==> src/rtl/demux8_stream.sv <==
// -----------------------------------------------------------------------------
// demux8_stream
//
// Registered 1-to-8 stream demultiplexer. A single valid/ready input carries a
// data word and a 3-bit destination select. The word is registered and then
// presented on exactly one of eight valid/ready output channels. The output
// channels share one data bus. Latency is one cycle. With a ready consumer the
// block moves one word per cycle, including back-to-back words that go to
// different channels.
//
// Build option:
//   DEMUX8_STREAM_SKID_EN  undefined : a single entry (EMPTY/FULL). in_ready_o
//                                      is combinational from out_ready_i.
//                          defined   : adds a second skid entry and a SKID
//                                      state. in_ready_o is a flop output, so
//                                      no out_ready_i -> in_ready_o path exists.
//
// Ports:
//   clk_i        in   1       clock; all state changes on the rising edge
//   reset_n_i    in   1       asynchronous active-low reset
//   in_valid_i   in   1       input word valid
//   in_ready_o   out  1       block can accept an input word this cycle
//   in_sel_i     in   3       destination channel 0..7
//   in_data_i    in   DATA_W  input word
//   out_valid_o  out  8       one-hot (or zero) per-channel valid
//   out_ready_i  in   8       per-channel consumer ready
//   out_data_o   out  DATA_W  held word, shared by all channels
// -----------------------------------------------------------------------------
module demux8_stream #(
    parameter int DATA_W = 32
) (
    input  logic              clk_i,
    input  logic              reset_n_i,
    input  logic              in_valid_i,
    output logic              in_ready_o,
    input  logic [2:0]        in_sel_i,
    input  logic [DATA_W-1:0] in_data_i,
    output logic [7:0]        out_valid_o,
    input  logic [7:0]        out_ready_i,
    output logic [DATA_W-1:0] out_data_o
);

    typedef enum logic [1:0] {
        ST_EMPTY = 2'd0,
        ST_FULL  = 2'd1,
        ST_SKID  = 2'd2
    } state_t;

    state_t              state_q, state_d;
    logic [2:0]          sel_q, sel_d;
    logic [DATA_W-1:0]   data_q, data_d;

`ifdef DEMUX8_STREAM_SKID_EN
    logic [2:0]          skid_sel_q, skid_sel_d;
    logic [DATA_W-1:0]   skid_data_q, skid_data_d;
    logic                in_ready_q;
`endif

    logic                valid;
    logic                in_xfer;
    logic                out_xfer;

    // The main register is valid in both FULL and SKID. In SKID the skid
    // entry sits behind it.
    assign valid    = (state_q != ST_EMPTY);
    // out_ready_i is looked up only at the held select, so every other
    // channel's ready is ignored.
    assign out_xfer = valid && out_ready_i[sel_q];

`ifdef DEMUX8_STREAM_SKID_EN
    assign in_ready_o = in_ready_q;
`else
    // A word can enter when the block is empty, or when the held word leaves
    // on this same edge.
    assign in_ready_o = !valid || out_ready_i[sel_q];
`endif

    assign in_xfer = in_valid_i && in_ready_o;

    assign out_valid_o = valid ? (8'd1 << sel_q) : 8'd0;
    assign out_data_o  = data_q;

    always_comb begin
        state_d = state_q;
        sel_d   = sel_q;
        data_d  = data_q;
`ifdef DEMUX8_STREAM_SKID_EN
        skid_sel_d  = skid_sel_q;
        skid_data_d = skid_data_q;
`endif
        case (state_q)
            ST_EMPTY: begin
                if (in_xfer) begin
                    state_d = ST_FULL;
                    sel_d   = in_sel_i;
                    data_d  = in_data_i;
                end
            end
            ST_FULL: begin
                if (out_xfer && in_xfer) begin
                    // Pop and push on the same edge. The new word replaces
                    // the old one, so no bubble is inserted.
                    sel_d  = in_sel_i;
                    data_d = in_data_i;
                end else if (out_xfer) begin
                    state_d = ST_EMPTY;
`ifdef DEMUX8_STREAM_SKID_EN
                end else if (in_xfer) begin
                    // The consumer stalled but the input was already granted.
                    // Park the word behind the main entry.
                    state_d     = ST_SKID;
                    skid_sel_d  = in_sel_i;
                    skid_data_d = in_data_i;
`endif
                end
            end
`ifdef DEMUX8_STREAM_SKID_EN
            ST_SKID: begin
                // in_ready is low here. The skid word only ever advances into
                // the main register, which keeps FIFO order.
                if (out_xfer) begin
                    state_d = ST_FULL;
                    sel_d   = skid_sel_q;
                    data_d  = skid_data_q;
                end
            end
`endif
            default: begin
                state_d = ST_EMPTY;
            end
        endcase
    end

    always_ff @(posedge clk_i or negedge reset_n_i) begin
        if (!reset_n_i) begin
            state_q <= ST_EMPTY;
            sel_q   <= 3'd0;
            data_q  <= '0;
        end else begin
            state_q <= state_d;
            sel_q   <= sel_d;
            data_q  <= data_d;
        end
    end

`ifdef DEMUX8_STREAM_SKID_EN
    always_ff @(posedge clk_i or negedge reset_n_i) begin
        if (!reset_n_i) begin
            skid_sel_q  <= 3'd0;
            skid_data_q <= '0;
            in_ready_q  <= 1'b1;
        end else begin
            skid_sel_q  <= skid_sel_d;
            skid_data_q <= skid_data_d;
            // Ready is registered from the next state, so it drops on the
            // same edge that fills the skid entry.
            in_ready_q  <= (state_d != ST_SKID);
        end
    end
`endif

endmodule
==> config.mk <==
export PLATFORM = sky130hd
export DESIGN_NAME = demux8_stream
export DESIGN_NICKNAME = d
export VERILOG_FILES = /design/src/rtl/demux8_stream.sv
export SDC_FILE = /design/constraint.sdc
export NUM_CORES = 1
export LEC_CHECK = 0
export ABC_AREA = 1
export BUFFER_PORTS_ARGS = -buffer_cell sky130_fd_sc_hd__buf_4
export CAP_MARGIN = 10
export CORE_UTILIZATION = 30
export DETAILED_ROUTE_END_ITERATION = 10
export PLACE_DENSITY = 0.56
export SLEW_MARGIN = 40
export SYNTH_ARGS = -nofsm -noshare
export SYNTH_HDL_FRONTEND = slang
export SYNTH_SLANG_ARGS = --single-unit
export TNS_END_PERCENT = 50
==> constraint.sdc <==
create_clock -name clk_i -period 3 [get_ports clk_i]
set_input_delay 0 -clock clk_i [delete_from_list [all_inputs] [get_ports clk_i]]
set_output_delay 0 -clock clk_i [all_outputs]
set_load 0.01 [all_outputs]
==> results of run 1 <==
[layout by cell type (no fill, tap or decap)]
| master | Yosys | final |
|---|---|---|
| sky130_fd_sc_hd__nand2_1 | 78 | 78 |
| sky130_fd_sc_hd__nor2_1 | 9 | 9 |
| sky130_fd_sc_hd__clkbuf_1 | 4 | 1 |
| sky130_fd_sc_hd__dlygate4sd3_1 | 0 | 36 |
| sky130_fd_sc_hd__nor2_2 | 2 | 2 |
| sky130_fd_sc_hd__clkbuf_8 | 0 | 6 |
| sky130_fd_sc_hd__a21oi_1 | 1 | 1 |
| sky130_fd_sc_hd__dfrtp_1 | 36 | 36 |
| sky130_fd_sc_hd__buf_4 | 2 | 87 |
| sky130_fd_sc_hd__nand3_2 | 1 | 1 |
| sky130_fd_sc_hd__clkinvlp_4 | 0 | 1 |
| sky130_fd_sc_hd__nand2_4 | 1 | 1 |
| sky130_fd_sc_hd__nand4_1 | 35 | 35 |
| sky130_fd_sc_hd__and2_1 | 1 | 1 |
| sky130_fd_sc_hd__inv_2 | 2 | 2 |
| sky130_fd_sc_hd__nand3_1 | 5 | 5 |
| sky130_fd_sc_hd__inv_1 | 5 | 5 |
| sky130_fd_sc_hd__a21oi_2 | 1 | 1 |
| sky130_fd_sc_hd__nand3_4 | 1 | 1 |
[registers in the layout, indices dropped and copies added (netlist names)]
signal      flops
state_q         1
sel_q           3
out_data_o     32
[how the worst min path moves through the flow]
stage                    start              to  slack [ns]  depth (start not counted)
global route        in_valid_i      state_q[0]        0.17                          3
detailed placement   reset_n_i   out_data_o[3]       -0.01                          1
floorplan            reset_n_i   out_data_o[0]       -0.30                          0
global placement     reset_n_i  out_data_o[30]       -0.01                          1
CTS                 in_valid_i      state_q[0]        0.13                          3
finish              in_valid_i      state_q[0]        0.14                          3
[cell usage after synthesis (all sizes together)]
library cell and n:
nand4 35, clkbuf 4, nor2 11, inv 7
nand3 7, dfrtp 36, a21oi 2, nand2 79
and2 1, buf 11
[per-layer routing]
metal	vias to the layer above	GRT usage [%]	wire length, microns
li1	867	-	-
met1	758	22.5	2200
met2	63	25.9	2120
met3	6	4.07	291
met4	0	4.04	33
met5	-	0	0
[worst max-delay path, delay by kind of cell (launching register included)]
kind,cells,cell delay [ns]
buffers and inverters,4,0.62
DFF,1,0.48
and+or+nand+nor,4,0.62
[cell type report]
type / instances / area [sq um] / area share (%)
Clock buffer: 7 / 86.3 / 3.12
Timing Repair Buffer: 123 / 1010 / 36.7
Sequential cell: 36 / 901 / 32.6
Clock inverter: 1 / 7.51 / 0.272
Multi-Input combinational cell: 135 / 642 / 23.2
Inverter: 7 / 26.3 / 0.951
Tap cell: 70 / 87.6 / 3.17
[kinds of logic (layout without fill, tap and decap cells)]
kind of cell	count (synthesis)	count (layout)	share of synthesized area, %
AND/OR/NAND/NOR	133	133	37.8
flip-flops	36	36	54.2
buffers and inverters	22	138	7.22
AO/OA/AOI/OAI	2	2	0.827
[stage by stage]
| step | power (W) | cell area, sq um | instances | utilization [%] | setup slack [ns] |
|---|---|---|---|---|---|
| 4_1_cts | 0.00258 | 2760 | 379 | 52.8 | 0.946 |
| 3_3_place_gp | 0.00216 | 2310 | 335 | 44.1 | 1.10 |
| 3_5_place_dp | 0.00217 | 2310 | 335 | 44.1 | 1.09 |
| 5_1_grt | 0.00276 | 2760 | 379 | 52.8 | 0.772 |
| 6_report | 0.00255 | 2760 | 379 | 52.8 | 0.985 |
| 2_1_floorplan | 0.00165 | 1660 | 193 | - | 1.65 |
[repair_timing]
action,4_1_cts,5_1_grt
hold buffers,36,0
endpoints found under the setup margin,0,0
hold endpoints to repair,71,0
[report_power, final]
| group | internal (W) | leakage, nW | switching (W) |
|---|---|---|---|
| registers | 0.000725 | 0.442 | 0.000163 |
| logic | 0.000575 | 0.970 | 0.000724 |
| clock network | 0.000187 | 0.0445 | 0.000174 |
| total | 0.00149 | 1.46 | 0.00106 |
==> report_table.html, run 1 <==
<table>
<tr><th>Metric</th><th>Value</th></tr>
<tr><th colspan="2">Outcome</th></tr>
<tr><td>Outcome</td><td>finished, final reports clean</td></tr>
<tr><th colspan="2">Routing</th></tr>
<tr><td>Total DRC errors in the routed layout</td><td>0</td></tr>
<tr><td>ANT nets after route</td><td>0</td></tr>
<tr><td>Number of DRC markers after the initial detailed-route iteration</td><td>approximately 110</td></tr>
<tr><td>Per-cell via count in the routed design</td><td>4.47</td></tr>
<tr><td>Routed length per instance</td><td>12.2 microns</td></tr>
<tr><td>Final wirelength</td><td>roughly 4600 microns</td></tr>
<tr><td>Vias after detailed routing</td><td>1,694</td></tr>
<tr><td>Detailed Routing Iterations Pass 1</td><td>4</td></tr>
<tr><th colspan="2">Synth</th></tr>
<tr><td>Syn nets</td><td>239</td></tr>
<tr><td>#FFs+latches synth</td><td>36</td></tr>
<tr><td>Total standard cell area after synthesis</td><td>1660 sq um</td></tr>
<tr><td>Library cell with the largest summed area after synthesis</td><td>sky130_fd_sc_hd__dfrtp_1</td></tr>
<tr><td>Portion of synthesized cell area occupied by the leading cell type</td><td>54.2%</td></tr>
<tr><td>Yosys warns</td><td>0</td></tr>
<tr><td>Avg Cell Area, Syn</td><td>8.62 sq um</td></tr>
<tr><td>Top cells by area in the synthesized netlist</td><td>sky130_fd_sc_hd__dfrtp_1 (54%), sky130_fd_sc_hd__nand2_1 (18%), sky130_fd_sc_hd__nand4_1 (13%)</td></tr>
<tr><td>Unique masters post-synth</td><td>18</td></tr>
<tr><td>Gate count of the mapped netlist</td><td>193</td></tr>
<tr><td>Share of synthesized area occupied by flip-flops and latches</td><td>between 50 and 60%</td></tr>
<tr><th colspan="2">Timing</th></tr>
<tr><td>Post-route minimum period</td><td>2.01 ns</td></tr>
<tr><td>Hold Fails Final Rpt</td><td>0</td></tr>
<tr><td>Max-slew headroom</td><td>68.7%</td></tr>
<tr><td>Maximum clock frequency</td><td>0.496 GHz</td></tr>
<tr><td>Max-slew violation count</td><td>0</td></tr>
<tr><td>Total negative slack</td><td>0 ns</td></tr>
<tr><td>Worst hold slack after final layout</td><td>0.138 ns</td></tr>
<tr><td>Transition time at the pin with the least slew margin</td><td>between 0.4 and 0.5 ns</td></tr>
<tr><td>Setup repair after global routing missed its margin</td><td>false</td></tr>
<tr><td>Skew final</td><td>0.0100 ns</td></tr>
<tr><td>Setup Viol. Count Final</td><td>0</td></tr>
<tr><td>Final critical-path share of the clock period</td><td>67.2%</td></tr>
<tr><th colspan="2">Finish</th></tr>
<tr><td>Fraction of final layout cells with drive strength greater than 1</td><td>33.0%</td></tr>
<tr><td>ANT cells</td><td>0</td></tr>
<tr><td>Number of nets in the layout</td><td>354</td></tr>
<tr><td>Fillers</td><td>511</td></tr>
<tr><td>Synthesis-to-finish area growth</td><td>66.2%</td></tr>
<tr><th colspan="2">CTS</th></tr>
<tr><td>Clock buffers created by TritonCTS</td><td>5</td></tr>
<tr><td>Clock tree root buffer cell</td><td>sky130_fd_sc_hd__clkbuf_8</td></tr>
<tr><td>Register clock-pin slew on the reported worst setup and hold paths</td><td>0.07 ns</td></tr>
<tr><td>Post-CTS setup buffer count</td><td>0</td></tr>
<tr><td>Clock Sinks</td><td>36</td></tr>
<tr><td>Post-cts resize count</td><td>0</td></tr>
<tr><td>CTS H-Tree Depth</td><td>2</td></tr>
<tr><td>Clock latency on the worst-skew pair</td><td>between 0.2 and 0.3 ns</td></tr>
<tr><td>Buffer depth of the longest clock path</td><td>2</td></tr>
<tr><td>TritonCTS clock tree</td><td>done</td></tr>
<tr><th colspan="2">Floorplan</th></tr>
<tr><td>Die W</td><td>76.5 microns</td></tr>
<tr><td>Die Y-Extent</td><td>approximately 76 microns</td></tr>
<tr><td>Placement row count</td><td>26</td></tr>
<tr><td>Std-Cell Core Area</td><td>5240 sq um</td></tr>
<tr><td>Die Outline Area</td><td>5840 sq um</td></tr>
<tr><td>Initial standard-cell utilization of the core</td><td>31.7%</td></tr>
<tr><td>Number of ports placed on the die boundary</td><td>between 80 and 90</td></tr>
<tr><th colspan="2">Min path</th></tr>
<tr><td>Hold/Removal Path Class</td><td>in2reg</td></tr>
<tr><th colspan="2">Worst setup path</th></tr>
<tr><td>Startpoint type of the worst setup path</td><td>register</td></tr>
<tr><td>Crit Reg-Reg Startpoint</td><td>sel_q[0]</td></tr>
<tr><td>CP endpoint kind</td><td>output pin</td></tr>
<tr><td>Biggest cell delay along the critical path</td><td>0.48 ns</td></tr>
<tr><td>Worst setup startpoint</td><td>sel_q[0]</td></tr>
<tr><td>Critical Path End</td><td>in_ready_o</td></tr>
<tr><td>CP max stage cell</td><td>sky130_fd_sc_hd__dfrtp_1</td></tr>
<tr><td>Highest net fanout along the worst path</td><td>20</td></tr>
<tr><td>Arrival time at the worst endpoint</td><td>between 2 and 2.5 ns</td></tr>
<tr><td>End of the worst register-to-register path</td><td>sel_q[1]</td></tr>
<tr><td>Most used cell, CP</td><td>sky130_fd_sc_hd__buf_4</td></tr>
<tr><td>Class of the most critical setup path</td><td>reg2out</td></tr>
<tr><td>FF-to-FF setup slack</td><td>1.08 ns</td></tr>
<tr><td>Critical-path cell list</td><td>inv_2 -&gt; nand3_1 -&gt; nand2_1 -&gt; inv_1 -&gt; nand3_2 -&gt; buf_4 -&gt; and2_1 -&gt; buf_4</td></tr>
<tr><td>Depth of the worst register-to-register path</td><td>7</td></tr>
<tr><td>Required time worst endpoint</td><td>3.00 ns</td></tr>
<tr><th colspan="2">Placement</th></tr>
<tr><td>Global placer's final weighted congestion</td><td>about 0.76</td></tr>
<tr><td>Port-buffer cells</td><td>86</td></tr>
<tr><td>Half-perimeter wire length after placement</td><td>2900 microns</td></tr>
<tr><th colspan="2">Power</th></tr>
<tr><td>Pwr dens</td><td>922 nW/um^2</td></tr>
<tr><td>Static Leakage</td><td>1.46 nW</td></tr>
<tr><td>Peak VDD IR</td><td>about 0.41 mV</td></tr>
<tr><th colspan="2">Run</th></tr>
<tr><td>Number of maximum-capacitance violations</td><td>0</td></tr>
<tr><th colspan="2">GRT</th></tr>
<tr><td>Via count of the first global-routing pass</td><td>~1,700</td></tr>
<tr><td>First-pass GRT wire length</td><td>just under 8000 microns</td></tr>
<tr><td>Maximum number of pins on one net before global-route repair</td><td>38</td></tr>
<tr><td>Number of antenna violations at the first check in global routing</td><td>0</td></tr>
<tr><td>Global-route usage over all layers</td><td>between 10% and 20%</td></tr>
<tr><td>Global route overflow</td><td>0</td></tr>
</table>
No activity file was read; power rests on OpenSTA's default activity.
==> inputs of run 2 (changes only) <==
--- a/config.mk
+++ b/config.mk
@@ -10,7 +10,7 @@
 export CAP_MARGIN = 10
 export CORE_UTILIZATION = 30
 export DETAILED_ROUTE_END_ITERATION = 10
-export PLACE_DENSITY = 0.56
+export PLACE_DENSITY = 0.58
 export SLEW_MARGIN = 40
 export SYNTH_ARGS = -nofsm -noshare
 export SYNTH_HDL_FRONTEND = slang
==> constraint.sdc (replaced) <==
create_clock -name clk_i -period 1.7 [get_ports clk_i]
set_input_delay 0 -clock clk_i [delete_from_list [all_inputs] [get_ports clk_i]]
set_output_delay 0 -clock clk_i [all_outputs]
set_load 0.01 [all_outputs]
==> report_table.html, run 2 (synthesis gave the netlist of run 1 again) <==
<table>
<tr><th>Metric</th><th>Value</th></tr>
<tr><th colspan="2">Outcome</th></tr>
<tr><td>Outcome</td><td>finished, final reports clean</td></tr>
<tr><th colspan="2">Routing</th></tr>
<tr><td>Number of DRC markers after the initial detailed-route iteration</td><td>64 (-41%)</td></tr>
<tr><td>Detailed Routing Iterations Pass 1</td><td>4 (unchanged)</td></tr>
<tr><td>Vias after detailed routing</td><td>1,750 (+3.3%)</td></tr>
<tr><td>Final wirelength</td><td>4760 microns (+2.7%)</td></tr>
<tr><td>Per-cell via count in the routed design</td><td>4.58 (+2.5%)</td></tr>
<tr><td>Routed length per instance</td><td>12.5 microns (+1.9%)</td></tr>
<tr><td>Total DRC errors in the routed layout</td><td>0 (unchanged)</td></tr>
<tr><td>ANT nets after route</td><td>0 (unchanged)</td></tr>
<tr><th colspan="2">Timing</th></tr>
<tr><td>Max-slew violation count</td><td>0 (unchanged)</td></tr>
<tr><td>Transition time at the pin with the least slew margin</td><td>0.450 ns (-0.0184 ns)</td></tr>
<tr><td>Setup Viol. Count Final</td><td>0 (unchanged)</td></tr>
<tr><td>Final critical-path share of the clock period</td><td>95.9%</td></tr>
<tr><td>Setup repair after global routing missed its margin</td><td>true</td></tr>
<tr><td>Maximum clock frequency</td><td>0.613 GHz</td></tr>
<tr><td>Post-route minimum period</td><td>1.63 ns</td></tr>
<tr><td>Worst hold slack after final layout</td><td>0.153 ns (+0.0146 ns)</td></tr>
<tr><td>Skew final</td><td>0.00759 ns (-0.00246 ns)</td></tr>
<tr><td>Hold Fails Final Rpt</td><td>0 (unchanged)</td></tr>
<tr><td>Max-slew headroom</td><td>70.0% (+1.2 points)</td></tr>
<tr><th colspan="2">CTS</th></tr>
<tr><td>Clock latency on the worst-skew pair</td><td>0.29 ns (about the same)</td></tr>
<tr><td>TritonCTS clock tree</td><td>done</td></tr>
<tr><td>Buffer depth of the longest clock path</td><td>2 (unchanged)</td></tr>
<tr><td>Clock tree root buffer cell</td><td>sky130_fd_sc_hd__clkbuf_8</td></tr>
<tr><td>Clock Sinks</td><td>36 (unchanged)</td></tr>
<tr><td>Post-CTS setup buffer count</td><td>0 (unchanged)</td></tr>
<tr><td>CTS H-Tree Depth</td><td>2 (unchanged)</td></tr>
<tr><td>Clock buffers created by TritonCTS</td><td>5 (unchanged)</td></tr>
<tr><td>Register clock-pin slew on the reported worst setup and hold paths</td><td>0.07 ns (about the same)</td></tr>
<tr><th colspan="2">Worst setup path</th></tr>
<tr><td>Top cell family by delay on the critical path</td><td>simple AND/OR/NAND/NOR gates</td></tr>
<tr><td>Arrival time at the worst endpoint</td><td>1.63 ns (-0.38 ns)</td></tr>
<tr><td>Critical path buffer and inverter count</td><td>2 (-2)</td></tr>
<tr><td>CP endpoint kind</td><td>output pin</td></tr>
<tr><td>Critical-path cell list</td><td>nand3_1 -&gt; nand2_2 -&gt; nor2_2 -&gt; nand2_4 -&gt; buf_12 -&gt; and2_1 -&gt; buf_4</td></tr>
<tr><td>Crit Reg-Reg Startpoint</td><td>sel_q[1]</td></tr>
<tr><td>Required time worst endpoint</td><td>1.70 ns (-1.30 ns)</td></tr>
<tr><td>FF-to-FF setup slack</td><td>0.16 ns (-0.92 ns)</td></tr>
<tr><td>Biggest cell delay along the critical path</td><td>0.46 ns (-0.02 ns)</td></tr>
<tr><td>CP max stage cell</td><td>sky130_fd_sc_hd__dfrtp_2</td></tr>
<tr><td>Highest net fanout along the worst path</td><td>20 (unchanged)</td></tr>
<tr><td>Depth of the worst register-to-register path</td><td>6 (-1)</td></tr>
<tr><td>End of the worst register-to-register path</td><td>out_data_o[25]</td></tr>
<tr><td>Class of the most critical setup path</td><td>reg2out</td></tr>
<tr><td>Startpoint type of the worst setup path</td><td>register</td></tr>
<tr><th colspan="2">Finish</th></tr>
<tr><td>Synthesis-to-finish area growth</td><td>71.0%</td></tr>
<tr><td>Commonest non-fill, non-tap cell in the layout</td><td>sky130_fd_sc_hd__buf_4</td></tr>
<tr><td>Register Area</td><td>903 sq um (+0.28%)</td></tr>
<tr><td>ANT cells</td><td>0 (unchanged)</td></tr>
<tr><td>End-of-flow core utilization</td><td>54.3% (+1.5 points)</td></tr>
<tr><td>Most frequent cells in the layout</td><td>sky130_fd_sc_hd__buf_4 (88), sky130_fd_sc_hd__nand2_1 (77), sky130_fd_sc_hd__dlygate4sd3_1 (36), sky130_fd_sc_hd__nand4_1 (35), sky130_fd_sc_hd__dfrtp_1 (34)</td></tr>
<tr><td>Number of flip-flops in the largest register</td><td>32 (unchanged)</td></tr>
<tr><td>Number of standard cells in the final layout excluding fillers</td><td>382 (+0.79%)</td></tr>
<tr><td>Fillers</td><td>483 (-5.5%)</td></tr>
<tr><td>Multi-input combinational cell area</td><td>648 sq um (+0.97%)</td></tr>
<tr><td>Number of nets in the layout</td><td>357 (+0.85%)</td></tr>
<tr><td>Fraction of final layout cells with drive strength greater than 1</td><td>35.3% (+2.2 points)</td></tr>
<tr><th colspan="2">Min path</th></tr>
<tr><td>Hold Path Sink</td><td>state_q[0]</td></tr>
<tr><td>Startpoint of the most critical hold path</td><td>in_valid_i</td></tr>
<tr><td>Hold/Removal Path Class</td><td>in2reg</td></tr>
<tr><td>Cell count of the worst hold path</td><td>3 (unchanged)</td></tr>
<tr><th colspan="2">GRT</th></tr>
<tr><td>Via count of the first global-routing pass</td><td>1,747 (+3.8%)</td></tr>
<tr><td>Global route overflow</td><td>0 (unchanged)</td></tr>
<tr><td>First-pass GRT wire length</td><td>8180 microns (+5.3%)</td></tr>
<tr><td>Global-route usage over all layers</td><td>17.5% (+1.1 points)</td></tr>
<tr><td>Number of antenna violations at the first check in global routing</td><td>0 (unchanged)</td></tr>
<tr><td>Maximum number of pins on one net before global-route repair</td><td>38 (unchanged)</td></tr>
<tr><th colspan="2">Power</th></tr>
<tr><td>Pwr dens</td><td>1710 nW/um^2 (+85%)</td></tr>
<tr><td>Peak VDD IR</td><td>0.741 mV (+82%)</td></tr>
<tr><td>Static Leakage</td><td>1.49 nW (+2.6%)</td></tr>
<tr><th colspan="2">Placement</th></tr>
<tr><td>Number of placed instances with taps included</td><td>338 (+0.90%)</td></tr>
<tr><td>Port-buffer cells</td><td>86 (unchanged)</td></tr>
<tr><td>Global placer's final weighted congestion</td><td>0.794 (+3.8%)</td></tr>
<tr><td>Half-perimeter wire length after placement</td><td>2910 microns (+0.57%)</td></tr>
<tr><th colspan="2">Floorplan</th></tr>
<tr><td>Initial standard-cell utilization of the core</td><td>31.7% (unchanged)</td></tr>
<tr><td>Die W</td><td>76.5 microns (unchanged)</td></tr>
<tr><td>Std-Cell Core Area</td><td>5240 sq um (unchanged)</td></tr>
<tr><td>Die Y-Extent</td><td>76.5 microns (unchanged)</td></tr>
<tr><td>Number of ports placed on the die boundary</td><td>87 (unchanged)</td></tr>
<tr><td>Die Outline Area</td><td>5840 sq um (unchanged)</td></tr>
<tr><td>Placement row count</td><td>26 (unchanged)</td></tr>
<tr><th colspan="2">Run</th></tr>
<tr><td>Number of maximum-capacitance violations</td><td>0 (unchanged)</td></tr>
</table>
## run 2: worst max path at each step
stage	start	to	slack [ns]	depth (start not counted)
CTS	sel_q[0]	in_ready_o	0.05	7
floorplan	sel_q[1]	out_data_o[19]	0.35	8
global placement	sel_q[0]	out_data_o[3]	0.16	7
finish	sel_q[0]	in_ready_o	0.07	7
detailed placement	sel_q[0]	out_data_o[25]	0.13	7
global route	sel_q[1]	in_ready_o	-0.03	6
## run 2: report_power, final
part / leakage (nW) / internal [W] / switching (W)
clock: 0.0645 / 0.000518 / 0.000307
sequential: 0.439 / 0.00128 / 0.000275
combinational: 0.990 / 0.00113 / 0.00134
total: 1.49 / 0.00293 / 0.00192
## run 2: cell type report
type	instances	share of cell area (%)
Clock inverter	1	1.06
Clock buffer	7	3.39
Timing Repair Buffer	126	37.0
Sequential cell	36	31.8
Tap cell	70	3.08
Inverter	7	0.924
Multi-Input combinational cell	135	22.8
## run 2: what timing repair did
| item | in CTS | in global routing |
|---|---|---|
| resized for setup | 5 | 3 |
| endpoints found under the setup margin | 1 | 12 |
| hold endpoints to repair | 71 | 0 |
| hold buffers | 36 | 0 |
| pin swaps | 0 | 1 |
## run 2: metal layers
layer,global-route usage [%],wire length [microns],vias up,part of all wire (%)
li1,-,-,877,-
met1,22.3,2120,802,44
met2,28.4,2260,64,47
met3,4.91,319,7,6.7
met4,6.15,71,0,1.5
met5,0,0,-,0
## run 2: metrics by stage
stage / total power (W) / TNS (ns) / worst slack [ns] / instance area [sq um]
after floorplan: 0.00291 / 0 / 0.351 / 1660
after global placement: 0.00390 / 0 / 0.157 / 2330
after detailed placement: 0.00392 / 0 / 0.128 / 2330
after CTS: 0.00486 / 0 / 0.0458 / 2830
after global routing: 0.00525 / -0.146 / -0.0316 / 2840
final: 0.00485 / 0 / 0.0693 / 2840
## run 2: worst min-delay path: stages
cell and delay [ns]:
sky130_fd_sc_hd__buf_4 0.24, sky130_fd_sc_hd__inv_1 0.09, sky130_fd_sc_hd__nand2_1 0.06
==> inputs of run 3 (changes only) <==
--- a/config.mk
+++ b/config.mk
@@ -8,6 +8,7 @@
 export ABC_AREA = 1
 export BUFFER_PORTS_ARGS = -buffer_cell sky130_fd_sc_hd__buf_4
 export CAP_MARGIN = 10
+export CORE_ASPECT_RATIO = 1.25
 export CORE_UTILIZATION = 30
 export DETAILED_ROUTE_END_ITERATION = 10
 export PLACE_DENSITY = 0.58
==> report_table.html, run 3 (synthesis gave the netlist of run 1 again) <==
<table>
<tr><th>Metric</th><th>Value</th></tr>
<tr><th colspan="2">Placement</th></tr>
<tr><td>Number of placed instances with taps included</td><td>330 (-2.4%)</td></tr>
<tr><td>Global placer's final weighted congestion</td><td>0.711 (-10%)</td></tr>
<tr><td>Half-perimeter wire length after placement</td><td>3090 microns (+6.2%)</td></tr>
<tr><td>Placed cell area</td><td>2320 sq um (-0.43%)</td></tr>
<tr><td>Port-buffer cells</td><td>86 (unchanged)</td></tr>
<tr><th colspan="2">Timing</th></tr>
<tr><td>Final critical-path share of the clock period</td><td>97.4% (+1.5 points)</td></tr>
<tr><td>Maximum clock frequency</td><td>0.604 GHz (-1.6%)</td></tr>
<tr><td>Skew final</td><td>0.00735 ns (-0.000239 ns)</td></tr>
<tr><td>Setup Viol. Count Final</td><td>0 (unchanged)</td></tr>
<tr><td>Setup repair after global routing missed its margin</td><td>true</td></tr>
<tr><td>Post-route minimum period</td><td>1.66 ns (+0.0259 ns)</td></tr>
<tr><td>Transition time at the pin with the least slew margin</td><td>0.455 ns (+0.00444 ns)</td></tr>
<tr><td>Hold Fails Final Rpt</td><td>0 (unchanged)</td></tr>
<tr><td>Total negative slack</td><td>0 ns (unchanged)</td></tr>
<tr><td>Max-slew violation count</td><td>0 (unchanged)</td></tr>
<tr><td>Max-slew headroom</td><td>69.7% (-0.30 points)</td></tr>
<tr><th colspan="2">Finish</th></tr>
<tr><td>Multi-input combinational cell area</td><td>653 sq um (+0.77%)</td></tr>
<tr><td>Most frequent cells in the layout</td><td>sky130_fd_sc_hd__buf_4 (89), sky130_fd_sc_hd__nand2_1 (77), sky130_fd_sc_hd__dlygate4sd3_1 (36), sky130_fd_sc_hd__nand4_1 (35), sky130_fd_sc_hd__dfrtp_1 (34)</td></tr>
<tr><td>Fillers</td><td>523 (+8.3%)</td></tr>
<tr><td>Synthesis-to-finish area growth</td><td>69.5%</td></tr>
<tr><td>Fraction of final layout cells with drive strength greater than 1</td><td>35.1% (-0.11 points)</td></tr>
<tr><td>End-of-flow core utilization</td><td>54.3% (about the same)</td></tr>
<tr><td>Area of all placed cells without fillers</td><td>2820 sq um (-0.92%)</td></tr>
<tr><td>ANT cells</td><td>0 (unchanged)</td></tr>
<tr><td>Number of flip-flops in the largest register</td><td>32 (unchanged)</td></tr>
<tr><td>Register Area</td><td>903 sq um (unchanged)</td></tr>
<tr><td>Number of standard cells in the final layout excluding fillers</td><td>375 (-1.8%)</td></tr>
<tr><td>Number of nets in the layout</td><td>358 (+0.28%)</td></tr>
<tr><td>Commonest non-fill, non-tap cell in the layout</td><td>sky130_fd_sc_hd__buf_4</td></tr>
<tr><th colspan="2">CTS</th></tr>
<tr><td>TritonCTS clock tree</td><td>done</td></tr>
<tr><td>Clock tree root buffer cell</td><td>sky130_fd_sc_hd__clkbuf_8</td></tr>
<tr><td>Clock latency on the worst-skew pair</td><td>0.28 ns (about the same)</td></tr>
<tr><td>Clock buffers created by TritonCTS</td><td>5 (unchanged)</td></tr>
<tr><td>Clock Sinks</td><td>36 (unchanged)</td></tr>
<tr><td>Register clock-pin slew on the reported worst setup and hold paths</td><td>0.07 ns (about the same)</td></tr>
<tr><td>Buffer depth of the longest clock path</td><td>2 (unchanged)</td></tr>
<tr><td>CTS H-Tree Depth</td><td>2 (unchanged)</td></tr>
<tr><th colspan="2">Worst setup path</th></tr>
<tr><td>Startpoint type of the worst setup path</td><td>register</td></tr>
<tr><td>Class of the most critical setup path</td><td>reg2out</td></tr>
<tr><td>Highest net fanout along the worst path</td><td>20 (unchanged)</td></tr>
<tr><td>CP endpoint kind</td><td>output pin</td></tr>
<tr><td>Required time worst endpoint</td><td>1.70 ns (about the same)</td></tr>
<tr><td>FF-to-FF setup slack</td><td>0.16 ns (about the same)</td></tr>
<tr><td>Arrival time at the worst endpoint</td><td>1.66 ns (+0.03 ns)</td></tr>
<tr><th colspan="2">Power</th></tr>
<tr><td>Static Leakage</td><td>1.48 nW (-0.82%)</td></tr>
<tr><td>Pwr dens</td><td>1670 nW/um^2 (-2.0%)</td></tr>
<tr><td>Peak VDD IR</td><td>0.749 mV (+1.2%)</td></tr>
<tr><th colspan="2">Routing</th></tr>
<tr><td>Vias after detailed routing</td><td>1,762 (+0.69%)</td></tr>
<tr><td>Number of DRC markers after the initial detailed-route iteration</td><td>81 (+27%)</td></tr>
<tr><td>Final wirelength</td><td>4930 microns (+3.4%)</td></tr>
<tr><td>Per-cell via count in the routed design</td><td>4.70 (+2.6%)</td></tr>
<tr><td>ANT nets after route</td><td>0 (unchanged)</td></tr>
<tr><td>Total DRC errors in the routed layout</td><td>0 (unchanged)</td></tr>
<tr><td>Routed length per instance</td><td>13.1 microns (+5.4%)</td></tr>
<tr><td>Detailed Routing Iterations Pass 1</td><td>4 (unchanged)</td></tr>
<tr><th colspan="2">Outcome</th></tr>
<tr><td>Outcome</td><td>finished, final reports clean</td></tr>
<tr><th colspan="2">Floorplan</th></tr>
<tr><td>Die Outline Area</td><td>5850 sq um (about the same)</td></tr>
<tr><td>Die Y-Extent</td><td>85.2 microns (+11%)</td></tr>
<tr><td>Std-Cell Core Area</td><td>5190 sq um (-0.93%)</td></tr>
<tr><td>Placement row count</td><td>29 (+12%)</td></tr>
<tr><td>Initial standard-cell utilization of the core</td><td>32.0% (+0.30 points)</td></tr>
<tr><td>Die W</td><td>68.6 microns (-10%)</td></tr>
<tr><td>Number of ports placed on the die boundary</td><td>87 (unchanged)</td></tr>
<tr><th colspan="2">GRT</th></tr>
<tr><td>Global route overflow</td><td>0 (unchanged)</td></tr>
<tr><td>Via count of the first global-routing pass</td><td>1,743 (-0.23%)</td></tr>
<tr><td>Maximum number of pins on one net before global-route repair</td><td>38 (unchanged)</td></tr>
<tr><td>First-pass GRT wire length</td><td>7850 microns (-4.0%)</td></tr>
<tr><td>Number of antenna violations at the first check in global routing</td><td>0 (unchanged)</td></tr>
<tr><td>Global-route usage over all layers</td><td>17.8% (+0.32 points)</td></tr>
<tr><th colspan="2">Min path</th></tr>
<tr><td>Hold/Removal Path Class</td><td>in2reg</td></tr>
<tr><th colspan="2">Run</th></tr>
<tr><td>Number of maximum-capacitance violations</td><td>0 (unchanged)</td></tr>
</table>
-- run 3: changes by cell type in the layout (fill, tap and decap cells not counted), sizes merged --
cell      delta
clkinvlp     +1
bufinv       -1
buf          +1
-- run 3: final timing paths --
kind,from,to,depth (start not counted)
max,sel_q[1],in_ready_o,8
min reg2reg,out_data_o[25],out_data_o[25],2
max in group asynchronous,reset_n_i,sel_q[0],2
min in group asynchronous,reset_n_i,out_data_o[5],2
max reg2reg,sel_q[1],out_data_o[18],8
min,in_valid_i,state_q[0],3
-- run 3: metrics by stage --
stage	power, W	hold WS [ns]	setup WS [ns]
global placement	0.00390	-0.0148	0.162
floorplan	0.00291	-0.296	0.351
detailed placement	0.00392	-0.0165	0.131
global route	0.00508	0.178	-0.0553
finish	0.00471	0.130	0.0434
CTS	0.00467	0.126	0.00228
-- run 3: cell type report --
cell class / count / area share, %
Multi-Input combinational cell: 135 / 23.2
Clock buffer: 7 / 3.06
Timing Repair Buffer: 127 / 37.7
Sequential cell: 36 / 32.1
Inverter: 7 / 0.933
Tap cell: 62 / 2.75
Clock inverter: 1 / 0.266
-- run 3: worst max-delay path, stage by stage, from the launching register on --
cell and delay (ns):
sky130_fd_sc_hd__dfrtp_2 0.45, sky130_fd_sc_hd__inv_2 0.07, sky130_fd_sc_hd__nand3_1 0.09, sky130_fd_sc_hd__nand2_2 0.06, sky130_fd_sc_hd__nor2_2 0.14, sky130_fd_sc_hd__nand2_4 0.08
sky130_fd_sc_hd__buf_12 0.16, sky130_fd_sc_hd__and2_1 0.17, sky130_fd_sc_hd__buf_4 0.15
-- run 3: what timing repair did --
| action | CTS | global route |
|---|---|---|
| hold buffers | 36 | 0 |
| pin swaps | 0 | 1 |
| hold endpoints to repair | 71 | 0 |
| buffers inserted | 1 | 0 |
| resized for setup | 4 | 6 |
| endpoints found under the setup margin | 1 | 7 |
-- run 3: power by group --
group	switching, W	leakage, nW	internal, W
logic	0.00135	0.998	0.00115
registers	0.000283	0.439	0.00128
clock network	0.000305	0.0445	0.000329
total	0.00194	1.48	0.00277
-- run 3: routing by layer --
layer	routed length, microns	up-vias	GRT usage [%]
met5	0	-	0
li1	-	878	-
met2	2680	45	33.2
met1	1970	834	19.7
met3	222	5	3.23
met4	58	0	5.11
